**src/rtl/mem_access_stage_pkg.sv**
```systemverilog
// Shared definitions for the MEM stage: RV32I load/store width codes, FSM states,
// and the legality and alignment rules for a memory access.
package mem_access_stage_pkg;

  localparam logic [2:0] F3_B  = 3'b000;
  localparam logic [2:0] F3_H  = 3'b001;
  localparam logic [2:0] F3_W  = 3'b010;
  localparam logic [2:0] F3_BU = 3'b100;
  localparam logic [2:0] F3_HU = 3'b101;

  typedef enum logic [1:0] {
    IDLE  = 2'd0,
    WAIT  = 2'd1,
    DRAIN = 2'd2
  } state_t;

  function automatic logic is_legal(input logic is_load, input logic is_store,
                                    input logic [2:0] f3);
    logic ld_ok;
    logic st_ok;
    ld_ok = (f3 == F3_B) || (f3 == F3_H) || (f3 == F3_W) ||
            (f3 == F3_BU) || (f3 == F3_HU);
    st_ok = (f3 == F3_B) || (f3 == F3_H) || (f3 == F3_W);
    return (!is_load || ld_ok) && (!is_store || st_ok);
  endfunction

  // funct3[1:0] encodes the access size for both loads and stores
  function automatic logic is_aligned(input logic [2:0] f3, input logic [1:0] addr_lo);
    case (f3[1:0])
      2'b01:   return ~addr_lo[0];
      2'b10:   return addr_lo == 2'b00;
      default: return 1'b1;
    endcase
  endfunction

endpackage

```
**src/rtl/load_align_ext.sv**
```systemverilog
// Picks the addressed byte/halfword out of a read word and sign- or zero-extends it.
// Purely combinational so the WB bypass path can share it.
module load_align_ext
  import mem_access_stage_pkg::*;
(
  input  logic [31:0] rdata,
  input  logic [1:0]  addr_lo,
  input  logic [2:0]  funct3,
  output logic [31:0] data
);

  logic [7:0]  lane_b;
  logic [15:0] lane_h;

  always_comb begin
    case (addr_lo)
      2'd0:    lane_b = rdata[7:0];
      2'd1:    lane_b = rdata[15:8];
      2'd2:    lane_b = rdata[23:16];
      default: lane_b = rdata[31:24];
    endcase
    lane_h = addr_lo[1] ? rdata[31:16] : rdata[15:0];

    case (funct3)
      F3_B:    data = {{24{lane_b[7]}}, lane_b};
      F3_BU:   data = {24'b0, lane_b};
      F3_H:    data = {{16{lane_h[15]}}, lane_h};
      F3_HU:   data = {16'b0, lane_h};
      default: data = rdata;
    endcase
  end

endmodule

```
**src/rtl/mem_access_stage.sv**
```systemverilog
// MEM pipeline stage: issues loads/stores over a req/ready data port, stalls the
// pipeline while an access is outstanding and feeds aligned results to mem_wb.
module mem_access_stage
  import mem_access_stage_pkg::*;
#(
  parameter int TIMEOUT = 16,
  parameter int CNT_W   = 5
) (
  input  logic        clk,
  input  logic        reset_n,
  input  logic        valid_in,
  input  logic [31:0] alu_result_in,
  input  logic [31:0] store_data_in,
  input  logic [2:0]  funct3_in,
  input  logic [4:0]  rd_in,
  input  logic        reg_write_in,
  input  logic        mem_read_in,
  input  logic        mem_write_in,
  input  logic        flush,
  output logic        dmem_req,
  output logic        dmem_we,
  output logic [31:0] dmem_addr,
  output logic [31:0] dmem_wdata,
  output logic [3:0]  dmem_be,
  input  logic        dmem_ready,
  input  logic [31:0] dmem_rdata,
  output logic [31:0] mem_data_out,
  output logic [31:0] alu_result_out,
  output logic [4:0]  rd_out,
  output logic        reg_write_out,
  output logic        mem_read_out,
  output logic        stall_req,
  output logic        misalign_err,
  output logic        bus_err
);

  localparam logic [CNT_W-1:0] CNT_LAST = CNT_W'((TIMEOUT > 0) ? TIMEOUT - 1 : 0);

  state_t           state_q, state_d;
  logic [CNT_W-1:0] cnt_q, cnt_d;
  logic             we_q, we_d;

  logic        mem_op, legal_ok, access, expired;
  logic        req, we, stall, rw, mr, m_err, b_err;
  logic [3:0]  be_raw;
  logic [31:0] ld_data;

  assign mem_op   = valid_in & (mem_read_in | mem_write_in) & ~flush;
  assign legal_ok = is_legal(mem_read_in, mem_write_in, funct3_in) &
                    is_aligned(funct3_in, alu_result_in[1:0]);
  assign access   = mem_op & legal_ok;
  assign expired  = (TIMEOUT != 0) && (cnt_q == CNT_LAST);

  always_ff @(posedge clk or negedge reset_n) begin
    if (!reset_n) begin
      state_q <= IDLE;
      cnt_q   <= '0;
      we_q    <= 1'b0;
    end else begin
      state_q <= state_d;
      cnt_q   <= cnt_d;
      we_q    <= we_d;
    end
  end

  // The write strobe is captured at issue so a flush cannot alter a transfer in flight
  always_comb begin
    state_d = state_q;
    cnt_d   = '0;
    we_d    = we_q;
    req     = 1'b0;
    we      = 1'b0;
    stall   = 1'b0;
    m_err   = 1'b0;
    b_err   = 1'b0;
    rw      = valid_in & reg_write_in & ~flush;
    mr      = valid_in & mem_read_in & ~flush;

    case (state_q)
      IDLE: begin
        req   = access;
        we    = mem_write_in & access;
        m_err = mem_op & ~legal_ok;
        if (access && !dmem_ready) begin
          stall   = 1'b1;
          state_d = WAIT;
          we_d    = mem_write_in;
        end
      end
      WAIT: begin
        req   = 1'b1;
        we    = we_q;
        stall = 1'b1;
        cnt_d = cnt_q + 1'b1;
        if (dmem_ready) begin
          stall   = 1'b0;
          cnt_d   = '0;
          state_d = IDLE;
        end else if (expired) begin
          req     = 1'b0;
          we      = 1'b0;
          stall   = 1'b0;
          b_err   = ~flush;
          cnt_d   = '0;
          state_d = IDLE;
        end else if (flush) begin
          state_d = DRAIN;
        end
      end
      DRAIN: begin
        // Hold the pipeline through the final cycle so the slot behind is not skipped
        req   = 1'b1;
        we    = we_q;
        stall = 1'b1;
        rw    = 1'b0;
        mr    = 1'b0;
        cnt_d = cnt_q + 1'b1;
        if (dmem_ready) begin
          cnt_d   = '0;
          state_d = IDLE;
        end else if (expired) begin
          req     = 1'b0;
          we      = 1'b0;
          cnt_d   = '0;
          state_d = IDLE;
        end
      end
      default: state_d = IDLE;
    endcase

    if (m_err || b_err) rw = 1'b0;
  end

  always_comb begin
    case (funct3_in[1:0])
      2'b00:   be_raw = 4'b0001 << alu_result_in[1:0];
      2'b01:   be_raw = alu_result_in[1] ? 4'b1100 : 4'b0011;
      default: be_raw = 4'b1111;
    endcase
    case (funct3_in[1:0])
      2'b00:   dmem_wdata = {4{store_data_in[7:0]}};
      2'b01:   dmem_wdata = {2{store_data_in[15:0]}};
      default: dmem_wdata = store_data_in;
    endcase
  end

  load_align_ext u_align (
    .rdata   (dmem_rdata),
    .addr_lo (alu_result_in[1:0]),
    .funct3  (funct3_in),
    .data    (ld_data)
  );

  assign dmem_addr      = {alu_result_in[31:2], 2'b00};
  assign dmem_be        = be_raw & {4{req}};
  assign mem_data_out   = mem_read_in ? ld_data : 32'h0;
  assign alu_result_out = alu_result_in;
  assign rd_out         = rd_in;

  assign dmem_req      = req & reset_n;
  assign dmem_we       = we & reset_n;
  assign stall_req     = stall & reset_n;
  assign reg_write_out = rw & reset_n;
  assign mem_read_out  = mr & reset_n;
  assign misalign_err  = m_err & reset_n;
  assign bus_err       = b_err & reset_n;

endmodule

```
**config.mk**
```make
export PLATFORM = sky130hd
export DESIGN_NAME = mem_access_stage
export DESIGN_NICKNAME = d
export VERILOG_FILES = /design/src/rtl/mem_access_stage_pkg.sv /design/src/rtl/load_align_ext.sv /design/src/rtl/mem_access_stage.sv
export SDC_FILE = /design/constraint.sdc
export NUM_CORES = 1
export LEC_CHECK = 0
export BUFFER_PORTS_ARGS = -buffer_cell sky130_fd_sc_hd__buf_2
export CAP_MARGIN = 20
export CORE_ASPECT_RATIO = 0.75
export CORE_MARGIN = 4
export CORE_UTILIZATION = 30
export CTS_BUF_LIST = sky130_fd_sc_hd__clkbuf_16
export CTS_CLUSTER_DIAMETER = 100
export DETAILED_ROUTE_END_ITERATION = 12
export PLACE_DENSITY = 0.75
export SYNTH_ARGS = -nofsm -noshare
export SYNTH_HDL_FRONTEND = slang
export SYNTH_SLANG_ARGS = --single-unit
```
**constraint.sdc**
```tcl
create_clock -name clk -period 2.62 [get_ports clk]
set_clock_uncertainty 0.1 [all_clocks]
set_input_delay 0.393 -clock clk [delete_from_list [all_inputs] [get_ports clk]]
set_output_delay 0.393 -clock clk [all_outputs]
set_load 0.01 [all_outputs]
```
==> results.tsv <==
metric	value	unit
Root Buffer	clkbuf_16	
Leakage Power	1.49	nW
Power Total	1.01	mW
CTS buffer count	3	
initial antenna violation count	0	
Post-CTS Setup Repair Bufs	0	
share of the synthesized area in the top cell type	0.244	
main flop type after synthesis	dfrtp_1	
async set-reset flop share out of synthesis	1.00	
# diodes	0	
hold path cells	2	
clock sinks	8	
top cell type by total area after synthesis	buf_4	
Placer Congestion	0.854	
Area Overhead vs Synth	15.8	%
WHS	360	ps
final worst path period share	0.936	
highest clock rate	408	MHz
CTS Buffer Depth	2	
CTS clk-pin slew, worst paths	40	ps
syn avg cell area	7.36	um^2
Slew Limit Fails	0	
area of the core	7500	um^2
layout cells sized above 1	0.491	
GR Util met3	0.0684	
final wirelength	8020	um
DR vias/cell	4.97	
finished layout cell area	2740	um^2
Final Setup Violations	0	
DRC viols	0	
die area	9400	um^2
GRT Total Usage	0.155	
DR vias	2445	
worst setup path class	input port to output port	
startpoint types	input port	
Hold Path Class	input port to register	
CP Capture Type	output port	
Cell Pwr Density	367	nW/um^2
first-pass GRT wire length	12100	um
register area share after synthesis	0.0845	
Commonest cells post-synth	77 x buf_4, 24 x nand2_1, 23 x a22oi_1, 19 x o21a_1, 16 x inv_1	
RSZ-0062 raised after global routing	false	
Die W	111	um
Yosys reg bits	8	
Worst Path Required	2130	ps
post-route setup TNS	0	ps
grt ovf	0	
nets@finish	514	
# port buffers	153	
max_cap viols	0	
synth top area cells	buf_4 24%, dfrtp_1 8.5%, a22oi_1 7.3%	
most frequent cell after synthesis	buf_4	
Die Span Y	85.0	um
wire per inst	16.3	um
pin count of the biggest net entering global routing	26	
vias in the first global route	2256	
YS warnings	0	
peak supply drop	425	uV
latest clock arrival within the worst-skew pair	230	ps
Fillers	800	
Synth Cell Area	2370	um^2
status	finished, final reports clean	
min cycle time layout	2450	ps
Rows	27	
final hold vios	0	
DR pass1 iterations	5	
library cells used by synthesis	46	
CTS tree	built	
Syn Inst Count	322	
EDFF count, synth	0	
crit-path max FO	5	
dpl cell area	2640	um^2
Starting Density	0.316	
DR iter-0 viols	303	
met1 Usage GRT	0.222	
I/O pin count	256	
Routed Antenna Nets	0	
H-tree lvl count	1	
Top Usage Layer GRT	met1	
Worst Reg2Reg Path Length in Cells	5	
Detail Placement HPWL	6710	um
Arr. time, crit path	1960	ps
met2 Resource Use GR	0.216	
Post-Route Utilization	0.366	
==> power by group <==
part | total (mW) | internal [mW] | switching (mW) | leakage [nW]
Clock | 0.253 | 0.196 | 0.0565 | 0.0370
Combinational | 0.591 | 0.266 | 0.325 | 1.35
Sequential | 0.162 | 0.145 | 0.0166 | 0.109
Total | 1.01 | 0.607 | 0.398 | 1.49
==> state kept, by name (all words and copies together), names as in the netlist <==
name,flops
cnt_q,5
state_q,2
we_q,1
==> worst paths after layout <==
path | from | end | slack (ps)
setup reg to reg | state_q[1] | we_q | 950
max in group asynchronous | reset_n | cnt_q[2] | 1770
hold / removal | mem_write_in | we_q | 360
min in group asynchronous | reset_n | cnt_q[0] | 460
hold reg to reg | cnt_q[0] | cnt_q[0] | 360
setup / recovery | funct3_in[1] | dmem_be[2] | 170
==> cell families after synthesis <==
| logic type | count (synthesis) | synth area share |
|---|---|---|
| flops | 8 | 0.0845 |
| compound gates | 89 | 0.266 |
| xor+xnor | 2 | 0.00740 |
| buf+inv | 112 | 0.312 |
| simple gates | 82 | 0.185 |
| other cells | 1 | 0.00158 |
| fa+ha+maj | 9 | 0.0475 |
| mux | 19 | 0.0956 |
==> layer usage <==
layer / share of wire / routed length, um
met4: 0.0040 / 32
met5: 0 / 0
met3: 0.11 / 843
met1: 0.47 / 3730
met2: 0.43 / 3410
==> cells in the final DEF (no fill, tap or decap), drive strengths merged, types with 3 or more instances in the layout <==
cell,netlist,routed
buf,87,160
nand2,24,24
a22oi,23,23
o21a,19,19
inv,16,16
mux2,16,16
and2,16,16
a21oi,13,13
nor2,11,11
o21ai,10,10
o22ai,9,9
nor3,9,9
ha,9,9
a22o,8,8
dfrtp,8,8
nor2b,6,6
nand2b,4,4
nand3,4,4
clkbuf,9,3
mux2i,3,3
==> per-stage QoR <==
step,setup WS (ps),instances
finish,167,492
global route,21.2,492
CTS,14.2,492
detailed placement,23.0,488
global placement,140,488
floorplan,46.5,323
==> cell type report <==
class                      count  area (um^2)  area share
clock buffer                   3         75.1      0.0274
inverter                      16         60.1      0.0219
multi-input combinational    203         1450       0.530
sequential                     8          200      0.0730
tap                          101          126      0.0461
timing repair buffer         161          828       0.302
==> worst max-delay path: stages <==
cell	delay (ps)
buf_2	110
inv_1	120
ha_2	250
nor3_1	60
o22ai_1	220
o2111ai_2	210
and2_4	230
nor3_1	180
buf_2	180
==> repair_timing <==
item,in CTS,in global routing
hold endpoints to repair,8,0
gates resized for setup,0,4
setup endpoints to repair,0,22
hold buffers,1,0
(Power assumes the default switching activity.)
